**config.mk**
```make
export PLATFORM = sky130hd
export DESIGN_NAME = dsi_packet_assembler
export DESIGN_NICKNAME = d
export VERILOG_FILES = /design/src/rtl/dsi_packet_assembler_pkg.sv /design/src/rtl/dsi_crc.sv /design/src/rtl/dsi_parity.sv /design/src/rtl/dsi_packet_assembler.sv
export SDC_FILE = /design/constraint.sdc
export NUM_CORES = 1
export LEC_CHECK = 0
export BUFFER_PORTS_ARGS = -buffer_cell sky130_fd_sc_hd__buf_2
export CELL_PAD_IN_SITES_DETAIL_PLACEMENT = 1
export CELL_PAD_IN_SITES_GLOBAL_PLACEMENT = 1
export CORE_MARGIN = 2
export CORE_UTILIZATION = 42
export CTS_CLUSTER_DIAMETER = 120
export CTS_CLUSTER_SIZE = 20
export DETAILED_ROUTE_END_ITERATION = 16
export GPL_TIMING_DRIVEN = 0
export PLACE_DENSITY = 0.78
export SLEW_MARGIN = 30
export SYNTH_ARGS = -nofsm -noshare
export SYNTH_HDL_FRONTEND = slang
export SYNTH_SLANG_ARGS = --single-unit
```
**constraint.sdc**
```tcl
create_clock -name clk_i -period 2.5 [get_ports clk_i]
set_input_delay 0.125 -clock clk_i [delete_from_list [all_inputs] [get_ports clk_i]]
set_output_delay 0.125 -clock clk_i [all_outputs]
set_load 0.01 [all_outputs]
```
**src/rtl/dsi_packet_assembler_pkg.sv**
```systemverilog
// DSI packet assembler shared types: FSM encoding, byte counts, data types.
// Latched request header and checksum byte selection helper.
package dsi_packet_assembler_pkg;

  typedef enum logic [2:0] {
    ST_IDLE,
    ST_HDR,
    ST_PAYLOAD,
    ST_CRC,
    ST_GAP
  } state_t;

  localparam int unsigned HDR_BYTES = 4;
  localparam int unsigned CRC_BYTES = 2;

  localparam logic [5:0] DT_DCS_SHORT_WR0 = 6'h05;
  localparam logic [5:0] DT_DCS_SHORT_WR1 = 6'h15;
  localparam logic [5:0] DT_GEN_LONG_WR   = 6'h29;
  localparam logic [5:0] DT_DCS_LONG_WR   = 6'h39;

  typedef struct packed {
    logic        long_pkt;
    logic [5:0]  dt;
    logic [1:0]  vc;
    logic [15:0] wc;
  } pkt_hdr_t;

  function automatic logic [7:0] crc_byte(
    input logic [15:0] crc,
    input logic [1:0]  idx
  );
    return idx[0] ? crc[15:8] : crc[7:0];
  endfunction

endpackage

```
**src/rtl/dsi_crc.sv**
```systemverilog
// DSI CRC-16 (poly 0x1021 reflected, init 0xFFFF), LSB-first per byte.
// Processes up to g_max_data_bytes bytes per valid cycle; sync reset.
module dsi_crc #(
  parameter int unsigned g_max_data_bytes = 1
) (
  input  logic                          clk_i,
  input  logic                          rst_i,
  input  logic                          valid_i,
  input  logic [3:0]                    nbytes_i,
  input  logic [8*g_max_data_bytes-1:0] data_i,
  output logic [15:0]                   crc_o
);

  logic [15:0] crc_q;
  logic [15:0] crc_nx;

  always_comb begin
    crc_nx = crc_q;
    for (int b = 0; b < int'(g_max_data_bytes); b++) begin
      if (b < int'(nbytes_i)) begin
        for (int i = 0; i < 8; i++) begin
          crc_nx = (crc_nx >> 1)
                 ^ ((crc_nx[0] ^ data_i[8*b+i]) ? 16'h8408 : 16'h0000);
        end
      end
    end
  end

  always_ff @(posedge clk_i) begin
    if (rst_i) begin
      crc_q <= 16'hFFFF;
    end else if (valid_i) begin
      crc_q <= crc_nx;
    end
  end

  assign crc_o = crc_q;

endmodule

```
**src/rtl/dsi_parity.sv**
```systemverilog
// DSI 6-bit Hamming ECC over the 24-bit packet header.
// Bit 0 of data_i is DI bit 0; ecc_o[7:6] are always zero.
module dsi_parity (
  input  logic [23:0] data_i,
  output logic [7:0]  ecc_o
);

  logic [23:0] d;
  assign d = data_i;

  assign ecc_o[0] = d[0]  ^ d[1]  ^ d[2]  ^ d[4]  ^ d[5]  ^ d[7]  ^ d[10]
                  ^ d[11] ^ d[13] ^ d[16] ^ d[20] ^ d[21] ^ d[22] ^ d[23];
  assign ecc_o[1] = d[0]  ^ d[1]  ^ d[3]  ^ d[4]  ^ d[6]  ^ d[8]  ^ d[10]
                  ^ d[12] ^ d[14] ^ d[17] ^ d[20] ^ d[21] ^ d[22] ^ d[23];
  assign ecc_o[2] = d[0]  ^ d[2]  ^ d[3]  ^ d[5]  ^ d[6]  ^ d[9]  ^ d[11]
                  ^ d[12] ^ d[15] ^ d[18] ^ d[20] ^ d[21] ^ d[22];
  assign ecc_o[3] = d[1]  ^ d[2]  ^ d[3]  ^ d[7]  ^ d[8]  ^ d[9]  ^ d[13]
                  ^ d[14] ^ d[15] ^ d[19] ^ d[20] ^ d[21] ^ d[23];
  assign ecc_o[4] = d[4]  ^ d[5]  ^ d[6]  ^ d[7]  ^ d[8]  ^ d[9]  ^ d[16]
                  ^ d[17] ^ d[18] ^ d[19] ^ d[20] ^ d[22] ^ d[23];
  assign ecc_o[5] = d[10] ^ d[11] ^ d[12] ^ d[13] ^ d[14] ^ d[15] ^ d[16]
                  ^ d[17] ^ d[18] ^ d[19] ^ d[21] ^ d[22] ^ d[23];
  assign ecc_o[7:6] = 2'b00;

endmodule

```
**src/rtl/dsi_packet_assembler.sv**
```systemverilog
// DSI packet assembler: header+ECC, payload, CRC into one registered byte stream.
// Build option DSI_PACKET_ASSEMBLER_CRC_EN enables CRC; otherwise checksum is 0x0000.
module dsi_packet_assembler
  import dsi_packet_assembler_pkg::*;
#(
  parameter int unsigned g_idle_gap = 0
) (
  input  logic        clk_i,
  input  logic        rst_i,
  input  logic        req_i,
  input  logic        long_i,
  input  logic [5:0]  dt_i,
  input  logic [1:0]  vc_i,
  input  logic [15:0] wc_i,
  output logic        busy_o,
  input  logic [7:0]  pl_data_i,
  input  logic        pl_valid_i,
  output logic        pl_ready_o,
  output logic [7:0]  out_data_o,
  output logic        out_valid_o,
  input  logic        out_ready_i,
  output logic        out_sop_o,
  output logic        out_eop_o
);

  localparam logic [3:0] GAP_INIT = 4'(g_idle_gap);
  localparam logic [1:0] HDR_LAST = 2'(HDR_BYTES - 1);
  localparam logic [1:0] CRC_LAST = 2'(CRC_BYTES - 1);

  state_t      state_q, state_d;
  logic [1:0]  idx_q, idx_d;
  logic [15:0] rem_q, rem_d;
  logic [3:0]  gap_q, gap_d;
  pkt_hdr_t    hdr_q, hdr_d;
  logic [7:0]  data_q, data_d;
  logic        valid_q, valid_d;
  logic        sop_q, sop_d;
  logic        eop_q, eop_d;

  logic        adv;
  logic        drain;
  logic        pl_take;
  logic [7:0]  di;
  logic [7:0]  ecc;
  logic [7:0]  hbyte;
  logic [15:0] crc;
  state_t      end_st;

  assign adv   = !valid_q || out_ready_i;
  assign drain = valid_q && eop_q;
  assign di    = {hdr_q.vc, hdr_q.dt};

  assign pl_ready_o = (state_q == ST_PAYLOAD) && (rem_q != 16'd0)
                    && adv && !rst_i;
  assign pl_take    = pl_valid_i && pl_ready_o;

  dsi_parity u_parity (
    .data_i ({hdr_q.wc, di}),
    .ecc_o  (ecc)
  );

`ifdef DSI_PACKET_ASSEMBLER_CRC_EN
  logic crc_clr;
  assign crc_clr = rst_i || ((state_q == ST_IDLE) && req_i);

  dsi_crc #(
    .g_max_data_bytes (1)
  ) u_crc (
    .clk_i    (clk_i),
    .rst_i    (crc_clr),
    .valid_i  (pl_take),
    .nbytes_i (4'd1),
    .data_i   (pl_data_i),
    .crc_o    (crc)
  );
`else
  assign crc = 16'h0000;
`endif

  always_comb begin
    hbyte = di;
    unique case (idx_q)
      2'd0:    hbyte = di;
      2'd1:    hbyte = hdr_q.wc[7:0];
      2'd2:    hbyte = hdr_q.wc[15:8];
      default: hbyte = ecc;
    endcase
  end

  assign end_st = (GAP_INIT == 4'd0) ? ST_IDLE : ST_GAP;

  always_comb begin
    state_d = state_q;
    idx_d   = idx_q;
    rem_d   = rem_q;
    gap_d   = gap_q;
    hdr_d   = hdr_q;
    data_d  = data_q;
    valid_d = valid_q;
    sop_d   = sop_q;
    eop_d   = eop_q;
    // An accepted (or empty) slot clears unless refilled below
    if (adv) begin
      valid_d = 1'b0;
      sop_d   = 1'b0;
      eop_d   = 1'b0;
    end
    unique case (state_q)
      ST_IDLE: begin
        if (req_i) begin
          hdr_d   = '{long_pkt: long_i, dt: dt_i, vc: vc_i, wc: wc_i};
          rem_d   = wc_i;
          idx_d   = 2'd0;
          state_d = ST_HDR;
        end
      end
      ST_HDR: begin
        if (drain) begin
          if (out_ready_i) begin
            state_d = end_st;
            gap_d   = GAP_INIT;
          end
        end else if (adv) begin
          valid_d = 1'b1;
          data_d  = hbyte;
          sop_d   = (idx_q == 2'd0);
          eop_d   = (idx_q == HDR_LAST) && !hdr_q.long_pkt;
          if (idx_q != HDR_LAST) begin
            idx_d = idx_q + 2'd1;
          end else if (hdr_q.long_pkt) begin
            idx_d   = 2'd0;
            state_d = (rem_q == 16'd0) ? ST_CRC : ST_PAYLOAD;
          end
        end
      end
      ST_PAYLOAD: begin
        if (pl_take) begin
          valid_d = 1'b1;
          data_d  = pl_data_i;
          rem_d   = rem_q - 16'd1;
          if (rem_q == 16'd1) begin
            idx_d   = 2'd0;
            state_d = ST_CRC;
          end
        end
      end
      ST_CRC: begin
        if (drain) begin
          if (out_ready_i) begin
            state_d = end_st;
            gap_d   = GAP_INIT;
          end
        end else if (adv) begin
          valid_d = 1'b1;
          data_d  = crc_byte(crc, idx_q);
          eop_d   = (idx_q == CRC_LAST);
          idx_d   = CRC_LAST;
        end
      end
      ST_GAP: begin
        if (gap_q <= 4'd1) begin
          gap_d   = 4'd0;
          state_d = ST_IDLE;
        end else begin
          gap_d = gap_q - 4'd1;
        end
      end
      default: state_d = ST_IDLE;
    endcase
  end

  always_ff @(posedge clk_i) begin
    if (rst_i) begin
      state_q <= ST_IDLE;
      idx_q   <= 2'd0;
      rem_q   <= 16'd0;
      gap_q   <= 4'd0;
      hdr_q   <= '0;
      data_q  <= 8'h00;
      valid_q <= 1'b0;
      sop_q   <= 1'b0;
      eop_q   <= 1'b0;
    end else begin
      state_q <= state_d;
      idx_q   <= idx_d;
      rem_q   <= rem_d;
      gap_q   <= gap_d;
      hdr_q   <= hdr_d;
      data_q  <= data_d;
      valid_q <= valid_d;
      sop_q   <= sop_d;
      eop_q   <= eop_d;
    end
  end

  assign busy_o      = (state_q != ST_IDLE);
  assign out_data_o  = data_q;
  assign out_valid_o = valid_q;
  assign out_sop_o   = sop_q;
  assign out_eop_o   = eop_q;

endmodule

```
### Word-level counts from Yosys, hierarchy flattened

Cells that the tools add are included.

* output and inout port bits: 13
* bits in registers: 61
* logic and storage cells: 190

* bitwise logic cells: 73
* mux-type cells: 51
* reductions and logical operators: 26
* equal/unequal tests: 24
* add/sub/neg operators: 3
* $lt $le $gt $ge: 1

Operators by type and width (count)
* $xor 1x1->1: 73
* $pmux 8 s3: 2
* $mux 8: 5
* $mux 16: 2
* $pmux 16 s2: 1
* $mux 3: 10
* $mux 2: 9
* $ne 2x2->1 const B: 9
* $eq 16x1->1 const B: 1
* $logic_not 16->1: 1
* $reduce_bool 16->1: 1
* $sub 16x1->16 const B: 1
* $pmux 3 s5: 1
* $mux 1: 14
* $mux 4: 3
* $ne 3x3->1 const B: 4
* $reduce_and 9->1: 1
* $pmux 2 s4: 1
* $pmux 4 s2: 1
* $reduce_and 8->1: 1
* $eq 3x2->1 const B: 2
* $logic_and 1x1->1: 6
* $ne 2x1->1 const B: 3
* $reduce_and 3->1: 2
* other kinds (18): 24

### Depth between registers and ports, before layout

* word-level depth: 17
* mapped depth: 8
* gate-level depth less buffers: 8

### Modules after synthesis

A second synthesis with hierarchy kept.

* cell total of the unflattened synthesis: 470
* area, all modules: 3847.4 sq um

Modules (own cells, without submodules)
* dsi_packet_assembler: cells an instance 428, seq. area each 1221.2 sq um, times used 1, area each 3326.9 sq um
* dsi_parity: cells an instance 42, seq. area each 0.0 sq um, times used 1, area each 520.5 sq um

### Least setup slack after synthesis

No wires, ideal clock.

* kind: flip-flop to flip-flop
* start point: register state_q[0]
* end point: register idx_q[1]
* cell stages (with the launch flop): 8
* clock period less this slack: 2.074 ns
* required time: 2.430 ns
* slack: 0.426 ns
* data arrival time: 2.003 ns
* buffers on the path: 1
* cells stage by stage: dfxtp_1 or3b_1 clkbuf_1 nor4_2 nand3_1 a311o_1 or4_1 a21oi_1

* word-level cells in the longest chain between the ends: 7
* elaborated cells on any way between the ends: 19
* those cells by class: 11 x eq/ne; 1 x mux; 7 x reduce/logical

Ends and longest elaborated chain
* start, declared: RTL line dsi_packet_assembler.sv:30 `state_t state_q, state_d;`
* start signal, assigned: RTL line dsi_packet_assembler.sv:184 `state_q <= state_d;`
* $eq 3x2->1: RTL line dsi_packet_assembler.sv:53, dsi_packet_assembler.sv:108
* $logic_and 1x1->1: RTL line dsi_packet_assembler.sv:53 `assign pl_ready_o = (state_q == ST_PAYLOAD) && (rem_q != 16'd0)`
* $logic_and 1x1->1 (2 in a row): RTL line dsi_packet_assembler.sv:54 `&& adv && !rst_i;`
* $logic_and 1x1->1: RTL line dsi_packet_assembler.sv:55 `assign pl_take = pl_valid_i && pl_ready_o;`
* $ne 2x2->1 (no line)
* $reduce_and 9->1 (no line)
* end signal, assigned: RTL line dsi_packet_assembler.sv:185 `idx_q <= idx_d;`
* end, declared: RTL line dsi_packet_assembler.sv:31 `logic [1:0] idx_q, idx_d;`

Several ways; a longest one is shown, not always the timed one.
A chain may end at the register's enable or synchronous reset.

### Final worst setup path

* start point: register rem_q[0]
* end point: register idx_q[1]

* word-level cells in the longest chain between the ends: 7
* elaborated cells on any way between the ends: 9
* those cells by class: 3 x eq/ne; 6 x reduce/logical

Ends and longest elaborated chain
* start, declared: RTL line dsi_packet_assembler.sv:32 `logic [15:0] rem_q, rem_d;`
* start signal, assigned: RTL line dsi_packet_assembler.sv:186 `rem_q <= rem_d;`
* $reduce_bool 16->1: RTL line dsi_packet_assembler.sv:53
* $logic_and 1x1->1: RTL line dsi_packet_assembler.sv:53
* $logic_and 1x1->1 (2 in a row): RTL line dsi_packet_assembler.sv:54
* $logic_and 1x1->1: RTL line dsi_packet_assembler.sv:55
* $ne 2x2->1 (no line)
* $reduce_and 9->1 (no line) *

Mark *: on every way between the ends. The rest lies on a longest branch, timed or not.

==> summary.md <==
| Metric | Value |
|---|---|
| Synth top area share | 0.341 |
| Warnings, synthesis | 0 |
| Cells after Synth | 459 |
| Final Hold Viols | 0 |
| Rows | 33 |
| Fin crit share | 0.953 |
| Most frequent cell after synthesis | nand2_1 |
| Layout cells sized above 1 | 0.143 |
| End of the worst hold path | hdr_q[8] |
| Clock Sinks | 61 |
| Post-route total power | 5.56 mW |
| DP Worst Slack | -0.123 ns |
| GRT Total Usage | 0.276 |
| Max Cap Viol | 0 |
| Register area share after synthesis | 0.341 |
| Min Tclk post-route | 2.38 ns |
| Total Nets Final | 566 |
| Hpwl dp | 8.90 mm |
| Netlist cell types | 54 |
| Comb power frac | 0.562 |
| Die X | 96.3 µm |
| R2R Path End | idx_q[1] |
| Pre-antenna DRT Iters | 5 |
| Synth area leaders | dfxtp_1 (34%), nand2_1 (8.9%), a21oi_1 (8.1%) |
| P_leak | 1.65 nW |
| Wire per inst | 19.2 µm |
| Sequential power share | 0.278 |
| Clock network power share | 0.160 |
| Max Fclk | 420 MHz |
| Post-Syn Area per Cell | 7.79 µm² |
| Die area | 9270 µm² |
| Register-to-Register Path Depth | 8 |
| Maximum vdd drop | 0.000537 V |
| I/O pin cnt | 51 |
| Routed Antenna Nets | 0 |
| Run status | complete, no violations |
| First-pass GRT wire length | 19.1 mm |
| Worst EP arrival | 2.66 ns |
| CTS clock-pin slew for the worst setup and hold paths | 0.07 ns |
| PortBufs | 49 |
| Async set-reset flop share out of synthesis | 0 |
| Placer Congestion | 0.870 |
| Setup Crit Path Kind | flop to flop |
| Most instantiated cells after synthesis | nand2_1 (85), dfxtp_1 (61), a21oi_1 (58), nor2_1 (35), xnor2_1 (31) |
| CTS Buffer Depth | 2 |
| Slew at the pin closest to its max-slew limit | 0.679 ns |
| Sw Pwr | 2.45 mW |
| Switching share of power | 0.441 |
| Drt drc | 0 |
| Min Hold Slack | 0.0258 ns |
| Clock Skew | 0.00732 ns |
| Setup violators final | 0 |
| Cell Pwr Density | 1330 nW/µm² |
| Worst slew margin | 0.548 |
| Worst Setup End Kind | flop |
| Worst Hold Launch | wc_i[8] |
| Clk root buf | clkbuf_8 |
| Total number of vias | 3591 |
| Post-synthesis cell area | 3580 µm² |
| Vias per std cell | 5.71 |
| Dominant cell type by area after synthesis | dfxtp_1 |
| Total Wirelength | 12.1 mm |
| Final setup margin | 0.117 ns |
| CTS Buf Count | 9 |
| Vias in the first global route | 3675 |
| Worst R2R Setup Slack | 0.12 ns |
| Int Power | 3.11 mW |
| Setup crit start kind | flop |
| Core ar. | 8220 µm² |
| Number of flops mapped to enable cells by yosys | 0 |
| Filler cell count | 1037 |
| Hold path cells | 3 |
| HP Class | input pin to flop |
| CTS tree | done |
| Worst r2r src | rem_q[0] |
| Area delta synth->final | 16.9% |
| Final max-slew violation count | 0 |
| Initial Utilization | 0.435 |
| Die Y | 96.3 µm |
| # diodes | 0 |
| Initial antenna violation count | 0 |
| Largest net degree at the start of global routing | 11 |
| Syn nets | 506 |
| Cts hold-fix bufs | 0 |
| Crit path max fanout | 4 |
| Required @ worst endpoint | 2.77 ns |
| H-tree levels | 3 |
| RSZ-0062 raised after global routing | false |
| Primary FF master, synth | dfxtp_1 |
| Register bit total from synthesis | 61 |
| DRT iter0 DRCs | 196 |
| GRT overflow | 0 |
| Worst-Skew Late Latency | 0.35 ns |
## sequential cells by signal (all words and copies together), names as in the netlist, named ones only
name / count
idx_q: 2
out_data_o: 8
gap_q: 4
rem_q: 16
hdr_q: 17
state_q: 3
out_valid_o: 1
di: 8
out_eop_o: 1
## critical path, cell delays in order, from the launching register on
cell      delay, ns
dfxtp_1        0.39
inv_1          0.12
ha_1           0.27
nand3b_1       0.20
nor4_2         0.19
nand3_1        0.16
a311o_1        0.42
or4_1          0.41
a21oi_1        0.14
## timing repair
item / 4_1_cts / 5_1_grt
resized for setup: 2 / 6
buffers inserted: 0 / 0
endpoints found under the setup margin: 26 / 40
pin swaps: 0 / 0
## routing by layer
metal	up-vias	part of all wire	GRT usage
met5	-	0	0
met4	0	0.020	0.0986
met3	22	0.044	0.0392
met2	90	0.48	0.467
met1	1736	0.45	0.358
li1	1743	-	-
## cell type report
cell class / count / area (µm²) / area share
multi-input cells: 359 / 2240 / 0.536
plain buffers: 26 / 104 / 0.0248
clock inverters: 5 / 50.0 / 0.0120
inverters: 13 / 48.8 / 0.0117
flip-flops and latches: 61 / 1220 / 0.292
well taps: 105 / 131 / 0.0314
clock buffers: 11 / 141 / 0.0338
repair buffers: 49 / 245 / 0.0586
## cells in the final DEF, fill, tap and decap left out, types with 10 or more instances in the layout
master    count
xnor2_1      31
o21ai_0      25
a21oi_1      58
inv_1        13
dfxtp_1      61
nor3_1       12
nand2_1      85
clkbuf_8     10
buf_2        50
nor2_1       35
clkbuf_1     22
## worst max-delay path by stage
stage,start,endpoint,slack (ns),cells past startpoint
finish,rem_q[0],idx_q[1],0.12,8
global route,state_q[1],out_data_o[5],0.003,7
CTS,rem_q[2],rem_q[2],0.01,7
detailed placement,rem_q[2],rem_q[2],-0.12,7
global placement,rst_i,rem_q[4],-0.29,8
floorplan,state_q[0],idx_q[1],0.43,7
## stage by stage
stage / TNS, ns / instances / util / area, µm²
5_1_grt: 0 / 629 / 0.509 / 4180
3_5_place_dp: -1.08 / 613 / 0.482 / 3960
2_1_floorplan: 0 / 459 / - / 3580
6_report: 0 / 629 / 0.509 / 4180
4_1_cts: 0 / 629 / 0.506 / 4150
3_3_place_gp: -3.57 / 613 / 0.481 / 3950
## power groups by stage
stage	clock network (mW)	registers, mW	logic (mW)
floorplan	0	1.50	2.28
global placement	0	1.53	2.93
detailed placement	0	1.55	3.03
CTS	0.898	1.53	3.06
global route	0.938	1.57	3.44
finish	0.890	1.55	3.12
## kinds of logic (layout without fill, tap and decap cells)
group | Yosys count | in the layout | synth area share
buf+inv | 39 | 104 | 0.0413
simple gates | 168 | 168 | 0.211
flops | 61 | 61 | 0.341
compound gates | 136 | 136 | 0.235
mux | 1 | 1 | 0.00280
xor+xnor | 45 | 45 | 0.137
fa+ha+maj | 9 | 9 | 0.0315
Power figures use the tool's default switching activity.
